**src/rtl/nibble_unloader_if.sv**
```systemverilog
// Pattern-in / nibble-out bundle between the pattern register and the display path.
// master drives the pattern side; slave is the unloader itself.
interface nibble_unloader_if #(
  parameter int NIBBLES = 4,
  parameter int NW      = 4,
  parameter int IW      = 2
);
  localparam int PW = NIBBLES * NW;

  logic          load;
  logic [PW-1:0] in_pattern;
  logic          push_button;
  logic          logout;
  logic [NW-1:0] out_nibble;
  logic          nibble_valid;
  logic [IW-1:0] nibble_index;
  logic          busy;
  logic          done;

  modport master (
    output load, in_pattern, push_button, logout,
    input  out_nibble, nibble_valid, nibble_index, busy, done
  );

  modport slave (
    input  load, in_pattern, push_button, logout,
    output out_nibble, nibble_valid, nibble_index, busy, done
  );
endinterface

```
**src/rtl/nibble_unloader.sv**
```systemverilog
// Replays a latched pattern one nibble at a time, MSB nibble first, stepped by
// rising edges of push_button; flags done and waits for logout. 2**IW >= NIBBLES.
module nibble_unloader #(
  parameter int NIBBLES = 4,
  parameter int NW      = 4,
  parameter int IW      = 2
) (
  input logic               clk,
  input logic               reset,
  nibble_unloader_if.slave  bus
);
  localparam int            PW       = NIBBLES * NW;
  localparam logic [IW-1:0] LAST_IDX = IW'(NIBBLES - 1);

  typedef enum logic [1:0] {
    IDLE,
    SHOW,
    DONE
  } state_t;

  state_t        state, state_d;
  logic [PW-1:0] pattern, pattern_d;
  logic [IW-1:0] index, index_d;
  logic          btn_prev;
  logic          step;

  logic [NW-1:0] out_nibble_q, out_nibble_d;
  logic          nibble_valid_q, nibble_valid_d;
  logic [IW-1:0] nibble_index_q, nibble_index_d;
  logic          busy_q, busy_d;
  logic          done_q, done_d;

  assign step = bus.push_button & ~btn_prev;

  always_ff @(posedge clk) begin
    if (reset) begin
      state          <= IDLE;
      pattern        <= '0;
      index          <= '0;
      btn_prev       <= 1'b0;
      out_nibble_q   <= '0;
      nibble_valid_q <= 1'b0;
      nibble_index_q <= '0;
      busy_q         <= 1'b0;
      done_q         <= 1'b0;
    end else begin
      state          <= state_d;
      pattern        <= pattern_d;
      index          <= index_d;
      btn_prev       <= bus.push_button;
      out_nibble_q   <= out_nibble_d;
      nibble_valid_q <= nibble_valid_d;
      nibble_index_q <= nibble_index_d;
      busy_q         <= busy_d;
      done_q         <= done_d;
    end
  end

  always_comb begin
    state_d   = state;
    pattern_d = pattern;
    index_d   = index;
    unique case (state)
      IDLE: begin
        if (bus.load) begin
          state_d   = SHOW;
          pattern_d = bus.in_pattern;
          index_d   = '0;
        end
      end
      SHOW: begin
        // logout wins over a simultaneous step
        if (bus.logout) begin
          state_d = IDLE;
          index_d = '0;
        end else if (step) begin
          if (index == LAST_IDX) begin
            state_d = DONE;
            index_d = '0;
          end else begin
            index_d = index + 1'b1;
          end
        end
      end
      DONE: begin
        if (bus.logout) begin
          state_d = IDLE;
        end
      end
      default: begin
        state_d = IDLE;
        index_d = '0;
      end
    endcase
  end

  // Outputs are decoded from the next state and registered, so the new nibble
  // appears one cycle after the load or step that selects it.
  always_comb begin
    out_nibble_d   = '0;
    nibble_valid_d = 1'b0;
    nibble_index_d = '0;
    busy_d         = 1'b0;
    done_d         = 1'b0;
    unique case (state_d)
      SHOW: begin
        nibble_valid_d = 1'b1;
        nibble_index_d = index_d;
        busy_d         = 1'b1;
        for (int unsigned i = 0; i < NIBBLES; i++) begin
          if (index_d == IW'(i)) begin
            out_nibble_d = pattern_d[PW-1-NW*i -: NW];
          end
        end
      end
      DONE: begin
        busy_d = 1'b1;
        done_d = 1'b1;
      end
      default: begin
      end
    endcase
  end

  assign bus.out_nibble   = out_nibble_q;
  assign bus.nibble_valid = nibble_valid_q;
  assign bus.nibble_index = nibble_index_q;
  assign bus.busy         = busy_q;
  assign bus.done         = done_q;

endmodule

```
**src/flat_wrapper.sv**
```systemverilog
// flat-port wrapper written by rule: the top's interface ports become plain ports
module nibble_unloader_flat 
#(
  parameter int NIBBLES = 4,
  parameter int NW      = 4,
  parameter int IW      = 2
)
  (clk, reset, bus_load, bus_in_pattern, bus_push_button, bus_logout, bus_out_nibble, bus_nibble_valid, bus_nibble_index, bus_busy, bus_done);
  nibble_unloader_if #(.NIBBLES(NIBBLES), .NW(NW), .IW(IW)) bus_i ();
  input logic clk;
  input logic reset;
  input wire logic [$bits(bus_i.load)-1:0] bus_load;
  input wire logic [$bits(bus_i.in_pattern)-1:0] bus_in_pattern;
  input wire logic [$bits(bus_i.push_button)-1:0] bus_push_button;
  input wire logic [$bits(bus_i.logout)-1:0] bus_logout;
  output wire logic [$bits(bus_i.out_nibble)-1:0] bus_out_nibble;
  output wire logic [$bits(bus_i.nibble_valid)-1:0] bus_nibble_valid;
  output wire logic [$bits(bus_i.nibble_index)-1:0] bus_nibble_index;
  output wire logic [$bits(bus_i.busy)-1:0] bus_busy;
  output wire logic [$bits(bus_i.done)-1:0] bus_done;
  assign bus_i.load = bus_load;
  assign bus_i.in_pattern = bus_in_pattern;
  assign bus_i.push_button = bus_push_button;
  assign bus_i.logout = bus_logout;
  assign bus_out_nibble = bus_i.out_nibble;
  assign bus_nibble_valid = bus_i.nibble_valid;
  assign bus_nibble_index = bus_i.nibble_index;
  assign bus_busy = bus_i.busy;
  assign bus_done = bus_i.done;
  nibble_unloader #(.NIBBLES(NIBBLES), .NW(NW), .IW(IW)) u_core (.clk(clk), .reset(reset), .bus(bus_i));
endmodule
```
**config.mk**
```make
export PLATFORM = sky130hd
export DESIGN_NAME = nibble_unloader_flat
export DESIGN_NICKNAME = d
export VERILOG_FILES = /design/src/rtl/nibble_unloader_if.sv /design/src/rtl/nibble_unloader.sv /design/src/flat_wrapper.sv
export SDC_FILE = /design/constraint.sdc
export NUM_CORES = 1
export LEC_CHECK = 0
export CORE_AREA = 3 3 54 56
export DETAILED_ROUTE_END_ITERATION = 16
export DIE_AREA = 0 0 57 59
export GPL_ROUTABILITY_DRIVEN = 0
export GPL_TIMING_DRIVEN = 1
export HOLD_SLACK_MARGIN = 0.06
export PLACE_DENSITY = 0.89
export SETUP_SLACK_MARGIN = 0.1
export SLEW_MARGIN = 5
export SYNTH_ARGS = -nofsm -noshare
export SYNTH_HDL_FRONTEND = slang
export SYNTH_SLANG_ARGS = --single-unit
```
**constraint.sdc**
```tcl
create_clock -name clk -period 5.21 [get_ports clk]
set_input_delay 1.042 -clock clk [delete_from_list [all_inputs] [get_ports clk]]
set_output_delay 1.042 -clock clk [all_outputs]
set_load 0.03 [all_outputs]
```
After elaboration in Yosys (flattened, before gate mapping)
Index checks and enable logic that the tools add are counted.
- input port bits: 21
- output and inout port bits: 9
- word-level logic and storage cells: 45
- bits in registers: 30
- mux-type cells: 20
- bitwise operators: 3
- eq/ne operators: 8
- reductions and logical operators: 4
- add/subtract/negate cells: 1
- operators by type and width (kind ; count):
    two-way mux 16 bit ; 2
    two-way mux 2 bit ; 9
    two-way mux 4 bit ; 4
    one-hot mux 2 bit (3 select lines) ; 2
    == test 2 bit, second input constant ; 5
    == test 2 x 1 -> 1 bit, second input constant ; 3
    logical NOT 2 bit ; 2
    OR reduction 2 bit ; 2
    two-way mux 1 bit ; 3
    adder 2 x 1 -> 2 bit, second input constant ; 1
    inverter 1 bit ; 2
    bitwise AND 1 bit ; 1

Depth between registers and ports, before layout
Gate-level depths: netlist of the first run.
- word-level depth: 10
- mapped depth: 10
- mapped depth without buffers: 8

Worst setup path before layout of the first run
No wires, ideal clock.
- path type: in2reg
- start point: input bus_logout
- end point: register u_core.out_nibble_q[0] (netlist: u_core.bus.out_nibble[0])
- library setup time: 70 ps
- slack: 2702 ps
- arrival time: 2438 ps
- path buffers: 1
- required time: 5140 ps
- cell stages on the path: 9
- cells stage by stage: or3b_4 a21oi_1 nor2_1 inv_1 ha_1 nor2b_1 clkbuf_1 nor2b_4 o2bb2ai_1
- elaborated cells on any way between the ends: 16
- those cells by class: eq/ne: 4; mux: 9; bitwise: 1; reduce/logical: 2
- RTL lines (item ; RTL line ; RTL):
    start, declared ; flat_wrapper.sv:15 ; input wire logic [$bits(bus_i.logout)-1:0] bus_logout;
    two-way mux 2 bit (on tied branches) ; nibble_unloader.sv:86, nibble_unloader.sv:73 ;
    one-hot mux 2 bit (3 select lines) * ; nibble_unloader.sv:63 ; unique case (state)
    named net u_core.state_d[0] ; nibble_unloader.sv:21 ; state_t state, state_d;
    == test 2 x 1 -> 1 bit * ; nibble_unloader.sv:105 ; unique case (state_d)
    inverter 1 bit (no source line) * ; -- ;
    OR reduction 2 bit (no source line) * ; -- ;
    end signal, assigned ; nibble_unloader.sv:51 ; out_nibble_q <= out_nibble_d;
    end, declared ; nibble_unloader.sv:27 ; logic [NW-1:0] out_nibble_q, out_nibble_d;
The timed path passes the listed nets; every way through them passes the cells marked *.
A chain may end at the register's enable or synchronous reset.

Final worst setup path of the first run
Same ends and word-level chain as after synthesis.

==> results of run 1 <==
==> placed cells by master, fill, tap and decap left out <==
cell type and instances:
a21oi_1 7, mux2_1 4, nand2b_1 2, clkinvlp_4 1
a21o_1 1, clkdlybuf4s50_1 29, nor2_2 1, inv_1 3
nand4b_1 1, clkinv_2 1, nand3_1 1, nor2b_1 5
nor2b_4 1, nor4b_4 1, clkbuf_4 5, or3b_4 1
dfxtp_1 30, ha_1 3, o2bb2ai_1 5, nand2_1 14
o211ai_1 3, clkbuf_8 1, a21oi_2 1, nor2_1 21
and2_1 1, o21ai_4 1, mux2i_1 15, buf_4 1
==> power by group through the flow <==
stage          Sequential [µW]  Combinational (µW)  Clock (µW)
2_1_floorplan              256                38.2           0
3_3_place_gp               251                70.3           0
3_5_place_dp               251                73.1           0
4_1_cts                    246                73.3         154
5_1_grt                    247                79.6         166
6_report                   246                72.5         149
==> metal layers <==
layer / track usage [%] / part of all wire, % / routed length (µm)
met5: 0 / 0 / 0
met4: 9.93 / 2.4 / 61
met1: 18.9 / 43 / 1100
met3: 6.97 / 7.1 / 183
met2: 26.3 / 48 / 1240
==> layout make-up <==
cell class | count | area share [%]
Clock buffer | 6 | 3.15
Timing Repair Buffer | 30 | 18.3
Tap cell | 30 | 2.31
Inverter | 3 | 0.692
Multi-Input combinational cell | 89 | 37.9
Sequential cell | 30 | 36.9
Clock inverter | 2 | 0.769
==> flip-flops by register name, summed over array words and instances, names as in the netlist <==
| name | flops |
|---|---|
| u_core.state | 2 |
| u_core.bus.busy | 1 |
| u_core.bus.out_nibble | 4 |
| u_core.index | 2 |
| u_core.bus.nibble_index | 2 |
| u_core.pattern | 16 |
| u_core.bus.done | 1 |
| u_core.bus.nibble_valid | 1 |
| u_core.btn_prev | 1 |
==> final timing paths <==
check                                        start                        to  slack (ns)  depth (start not counted)
worst max-delay path                    bus_logout  u_core.bus.out_nibble[0]        2.33                          9
worst min-delay path            u_core.pattern[14]        u_core.pattern[14]        0.47                          2
worst max register to register     u_core.state[0]  u_core.bus.out_nibble[0]        3.06                          8
worst min register to register  u_core.pattern[14]        u_core.pattern[14]        0.47                          2
==> worst max-delay path, cell delays in order <==
cell	delay, ns
clkdlybuf4s50_1	0.42
or3b_4	0.45
a21oi_1	0.14
nor2_1	0.08
inv_1	0.06
ha_1	0.13
nor2b_1	0.40
nor2b_4	0.28
o2bb2ai_1	0.14
==> cells by family after synthesis <==
kind of cell	count (synthesis)
AND/OR/NAND/NOR	49
flip-flops	30
multiplexers	19
AO/OA/AOI/OAI	18
buffers and inverters	9
adder cells (fa/ha/maj)	3
==> metrics by stage <==
step	std cells	hold WS [ns]	util, %	total power (µW)
after floorplan	128	0.437	-	294
after global placement	182	0.445	63.1	321
after detailed placement	182	0.455	63.1	324
after CTS	190	0.470	65.7	473
after global routing	190	0.485	65.7	493
final	190	0.465	65.7	467
==> flow_summary.yaml, run 1 <==
synth:
  synth_xor_area_share_pct: 0
  synthMuxAreaShare_pct: 15.5
  synth_area_leaders: "dfxtp_1, mux2i_1, nor2_1, nand2_1, mux2_1"
  syn_avg_cell_area_um2: 9.81
  synth_most_common_cell: "dfxtp_1"
  yosys.cell_types.count: 25
  synth_top_cell_by_area: "dfxtp_1"
  synth_top_family_by_area: "simple AND/OR/NAND/NOR gates"
  synth_edf_count: 0
  synth_cells: 128
  ys_async_sr_fraction_pct: 0
  ys.flop_type: "dfxtp_1"
  synth_top_area_share_pct: 47.8
  yosys.area_share.simple_pct: 19.9
  synth_seq_cells: 30
  ys_top_cells_by_count: "dfxtp_1, nor2_1, mux2i_1"
  synthAdderAreaFrac_pct: 2.99
  synth-compound-area-share_pct: 10.7
  seq_area_frac_synth_pct: 47.8
  netlist_area_um2: 1260
  synth_nets: 152
  yosys_warnings: 0
placed_design:
  port_buffers: 29
  pre_cts_ws_ns: 1.99
  dpl.hpwl_um: 1870
  placed_area_um2: 1560
sta:
  hold_violations: 0
  finalClockSkew_ns: 0.0144
  period_needed_ns: 2.88
  worstMarginPinSlew_ns: 0.879
  finalMaxSlewViolations: 0
  tns_ns: 0
  period_share_pct: 55.3
  relSlewSlack_pct: 41.2
  finalWorstSetupSlack_ns: 2.33
  fmax_mhz: 347
  setup_viol: 0
  rsz0062_at_grt: "no"
cells_and_area:
  final_area_um2: 1630
  area_delta_synth_final_pct: 29.6
  fillCellCount: 217
  nets: 183
  multi_input_area_um2: 617
  drive_above_1_share_pct: 9.38
  antenna-diode-count: 0
  ff_latch_area_um2: 601
power_and_ir_drop:
  power_frac_comb_pct: 15.5
  seqPwrFrac_pct: 52.6
  internal-power_uw: 342
  leakage_uw: 0.000636
  p_clk_share_pct: 31.9
  switching_share_pct: 26.8
  powerDensity_nw_per_um2: 287
  vdd.ir_drop.worst_mv: 0.206
  p_switching_uw: 125
floorplanning:
  core_um2: 2480
  rows: 18
  start_util_pct: 50.7
  die_h_um: 59
  die_x_um: 57
  boundaryPins: 30
  die-area_um2: 3360
cts:
  cts.sinks: 30
  cts-root-buf: "clkbuf_4"
  post_cts_resized: 0
  clkLatencyLatePin_ns: 0.34
  hold_buffers: 0
  numCtsBuffers: 5
  htreeDepth: 2
  clockBufferDepth: 2
  post_cts_buffers: 0
  path_clk_slew_ns: 0.11
  cts_tree: "done"
hold_path:
  worst_hold_path_type: "flop to flop"
detailed_routing:
  firstDrtPassIters: 4
  final_antenna_net_count: 0
  avgRoutedWirePerCell_um: 13.6
  dr.first_iter.drc_count: 35
  wl_um: 2590
  post-route-drc-count: 0
  num_vias: 959
  routed_via_density: 5.05
global_routing:
  grt_max_degree: 25
  grt_pass1_vias: 923
  antenna_found_initial: 0
  grt_usage_pct: 16.7
  overflow: 0
  grt_pass1_wl_um: 4110
worst_setup_path:
  start_kind: "input pin"
  end_kind: "flop"
  worstPathArrival_ns: 3.14
  critical_path_class: "input pin to flop"
  cp.required_ns: 5.47
  critPathMaxFanout: 7
flow_run:
  cap_violations: 0
status:
  status: "complete, no violations"
(Power assumes the default switching activity.)
==> run 2, diff against run 1 <==
--- a/config.mk
+++ b/config.mk
@@ -5,13 +5,13 @@
 export SDC_FILE = /design/constraint.sdc
 export NUM_CORES = 1
 export LEC_CHECK = 0
-export CORE_AREA = 3 3 54 56
+export CORE_AREA = 3 3 56 58
 export DETAILED_ROUTE_END_ITERATION = 16
-export DIE_AREA = 0 0 57 59
+export DIE_AREA = 0 0 59 61
 export GPL_ROUTABILITY_DRIVEN = 0
 export GPL_TIMING_DRIVEN = 1
 export HOLD_SLACK_MARGIN = 0.06
-export PLACE_DENSITY = 0.89
+export PLACE_DENSITY = 0.84
 export SETUP_SLACK_MARGIN = 0.1
 export SLEW_MARGIN = 5
 export SYNTH_ARGS = -nofsm -noshare
==> constraint.sdc (replaced) <==
create_clock -name clk -period 2.7 [get_ports clk]
set_input_delay 0.54 -clock clk [delete_from_list [all_inputs] [get_ports clk]]
set_output_delay 0.54 -clock clk [all_outputs]
set_load 0.03 [all_outputs]
==> run 2 against run 1 <==
Net effect: via count rose by 4.5%; die area grew 7.0%; first-iteration DRC count shrank 49%; routed wire length rose by 0.43%; global-route usage increased by 0.22 points; largest power group unchanged.
==> flow_summary.yaml, run 2 (same netlist as run 1, synthesis figures left out) <==
worst_setup_path:
  start_kind: "input pin"
  path_buf_inv: 3
  worst_path_dominant_cell_family: "simple AND/OR/NAND/NOR gates"
  worstPathArrival_ns: 2.42
  path_cells: "clkdlybuf4s50_1 -> or3b_4 -> a21oi_1 -> nor2_1 -> inv_1 -> ha_1 -> nor2b_1 -> buf_4 -> nor2b_4 -> o2bb2ai_1"
  critical_path_class: "input pin to flop"
  end_kind: "flop"
  critPathMaxFanout: 7
  cp.required_ns: 2.97
  cpMaxStageDelayCell: "or3b_4"
  cpPeakStageDelay_ns: 0.45
cts:
  cts.sinks: 30
  post_cts_buffers: 0
  cts-root-buf: "clkbuf_4"
  path_clk_slew_ns: 0.10
  numCtsBuffers: 5
  clkLatencyLatePin_ns: 0.33
  hold_buffers: 0
  cts_tree: "done"
  clockBufferDepth: 2
  htreeDepth: 2
  post_cts_resized: 0
cells_and_area:
  fillCellCount: 249
  multi_input_area_um2: 617
  antenna-diode-count: 0
  area_delta_synth_final_pct: 31.2
  mostFrequentLayoutCells: "dfxtp_1, clkdlybuf4s50_1, nor2_1"
  ff_latch_area_um2: 601
  final_common_cell: "dfxtp_1"
  fin_util_pct: 60.8
  largest_register: "u_core.pattern"
  drive_above_1_share_pct: 10.4
  nets: 186
  largest_register_ffs: 16
detailed_routing:
  dr.first_iter.drc_count: 18
  final_antenna_net_count: 0
  firstDrtPassIters: 5
  wl_um: 2600
  routed_via_density: 5.16
  post-route-drc-count: 0
  avgRoutedWirePerCell_um: 13.4
  num_vias: 1002
floorplanning:
  start_util_pct: 46.4
  rows: 19
  boundaryPins: 30
  core_um2: 2710
  die_x_um: 59
  die-area_um2: 3600
  die_h_um: 61
global_routing:
  grt_pass1_wl_um: 4370
  grt_pass1_vias: 977
  grt_max_degree: 24
  antenna_found_initial: 0
  overflow: 0
  grt_usage_pct: 16.9
sta:
  rsz0062_at_grt: "no"
  finalMaxSlewViolations: 0
  setup_viol: 0
  period_share_pct: 79.9
  hold_violations: 0
  relSlewSlack_pct: 73.6
  tns_ns: 0
  finalClockSkew_ns: 0.0101
  period_needed_ns: 2.16
  fmax_mhz: 464
  worstMarginPinSlew_ns: 0.394
power_and_ir_drop:
  vdd.ir_drop.worst_mv: 0.378
  leakage_uw: 0.000652
  powerDensity_nw_per_um2: 543
status:
  status: "complete, no violations"
flow_run:
  cap_violations: 0
placed_design:
  port_buffers: 29
  dpl.hpwl_um: 1890
hold_path:
  worst_hold_path_type: "flop to flop"
==> run 2: cell count changes in the layout (fill, tap and decap cells not counted) <==
| cell | previous run | this run |
|---|---|---|
| clkinvlp_4 | 1 | 0 |
| buf_4 | 1 | 4 |
| clkbuf_1 | 0 | 1 |
==> run 2: area by class of cell <==
cell class              count  area share (%)
inverters                   3           0.683
flip-flops and latches     30            36.4
clock buffers               7            3.34
multi-input cells          89            37.4
clock inverters             1           0.304
repair buffers             33            19.4
well taps                  31            2.35
==> run 2: tightest hold or removal path, cell delays in order, from the launching register on <==
cell and delay (ns):
dfxtp_1 0.32, nand2_1 0.05, a21oi_1 0.05
==> run 2: path summary, 6_finish.rpt <==
kind / start / to / slack (ns) / depth (start not counted)
setup reg to reg: u_core.index[0] / u_core.bus.out_nibble[0] / 0.79 / 9
hold / removal: u_core.pattern[12] / u_core.pattern[12] / 0.46 / 2
setup / recovery: bus_logout / u_core.bus.out_nibble[0] / 0.54 / 10
hold reg to reg: u_core.pattern[12] / u_core.pattern[12] / 0.46 / 2
==> run 2: where the power goes <==
| part | total [µW] | internal (µW) | leakage (µW) | switching (µW) |
|---|---|---|---|---|
| clock | 277 | 126 | 0.0000353 | 151 |
| sequential | 474 | 465 | 0.000246 | 8.49 |
| combinational | 144 | 72.9 | 0.000371 | 70.6 |
| total | 894 | 664 | 0.000652 | 230 |
==> run 2: metal layers <==
| metal | global-route usage [%] | vias to the layer above | wire length, µm |
|---|---|---|---|
| met3 | 6.38 | 6 | 141 |
| met4 | 8.74 | 0 | 56 |
| met1 | 18.6 | 472 | 1090 |
| met5 | 0 | - | 0 |
| met2 | 28.4 | 26 | 1310 |
| li1 | - | 498 | - |
==> run 2: stage by stage <==
step	total power, µW	hold slack (ns)	cells	worst slack [ns]	cell area, µm²
2_1_floorplan	567	0.437	128	0.694	1260
5_1_grt	946	0.498	194	0.456	1650
6_report	894	0.465	194	0.543	1650
4_1_cts	908	0.462	194	0.555	1650
3_3_place_gp	623	0.444	186	0.274	1590
3_5_place_dp	628	0.448	186	0.201	1590
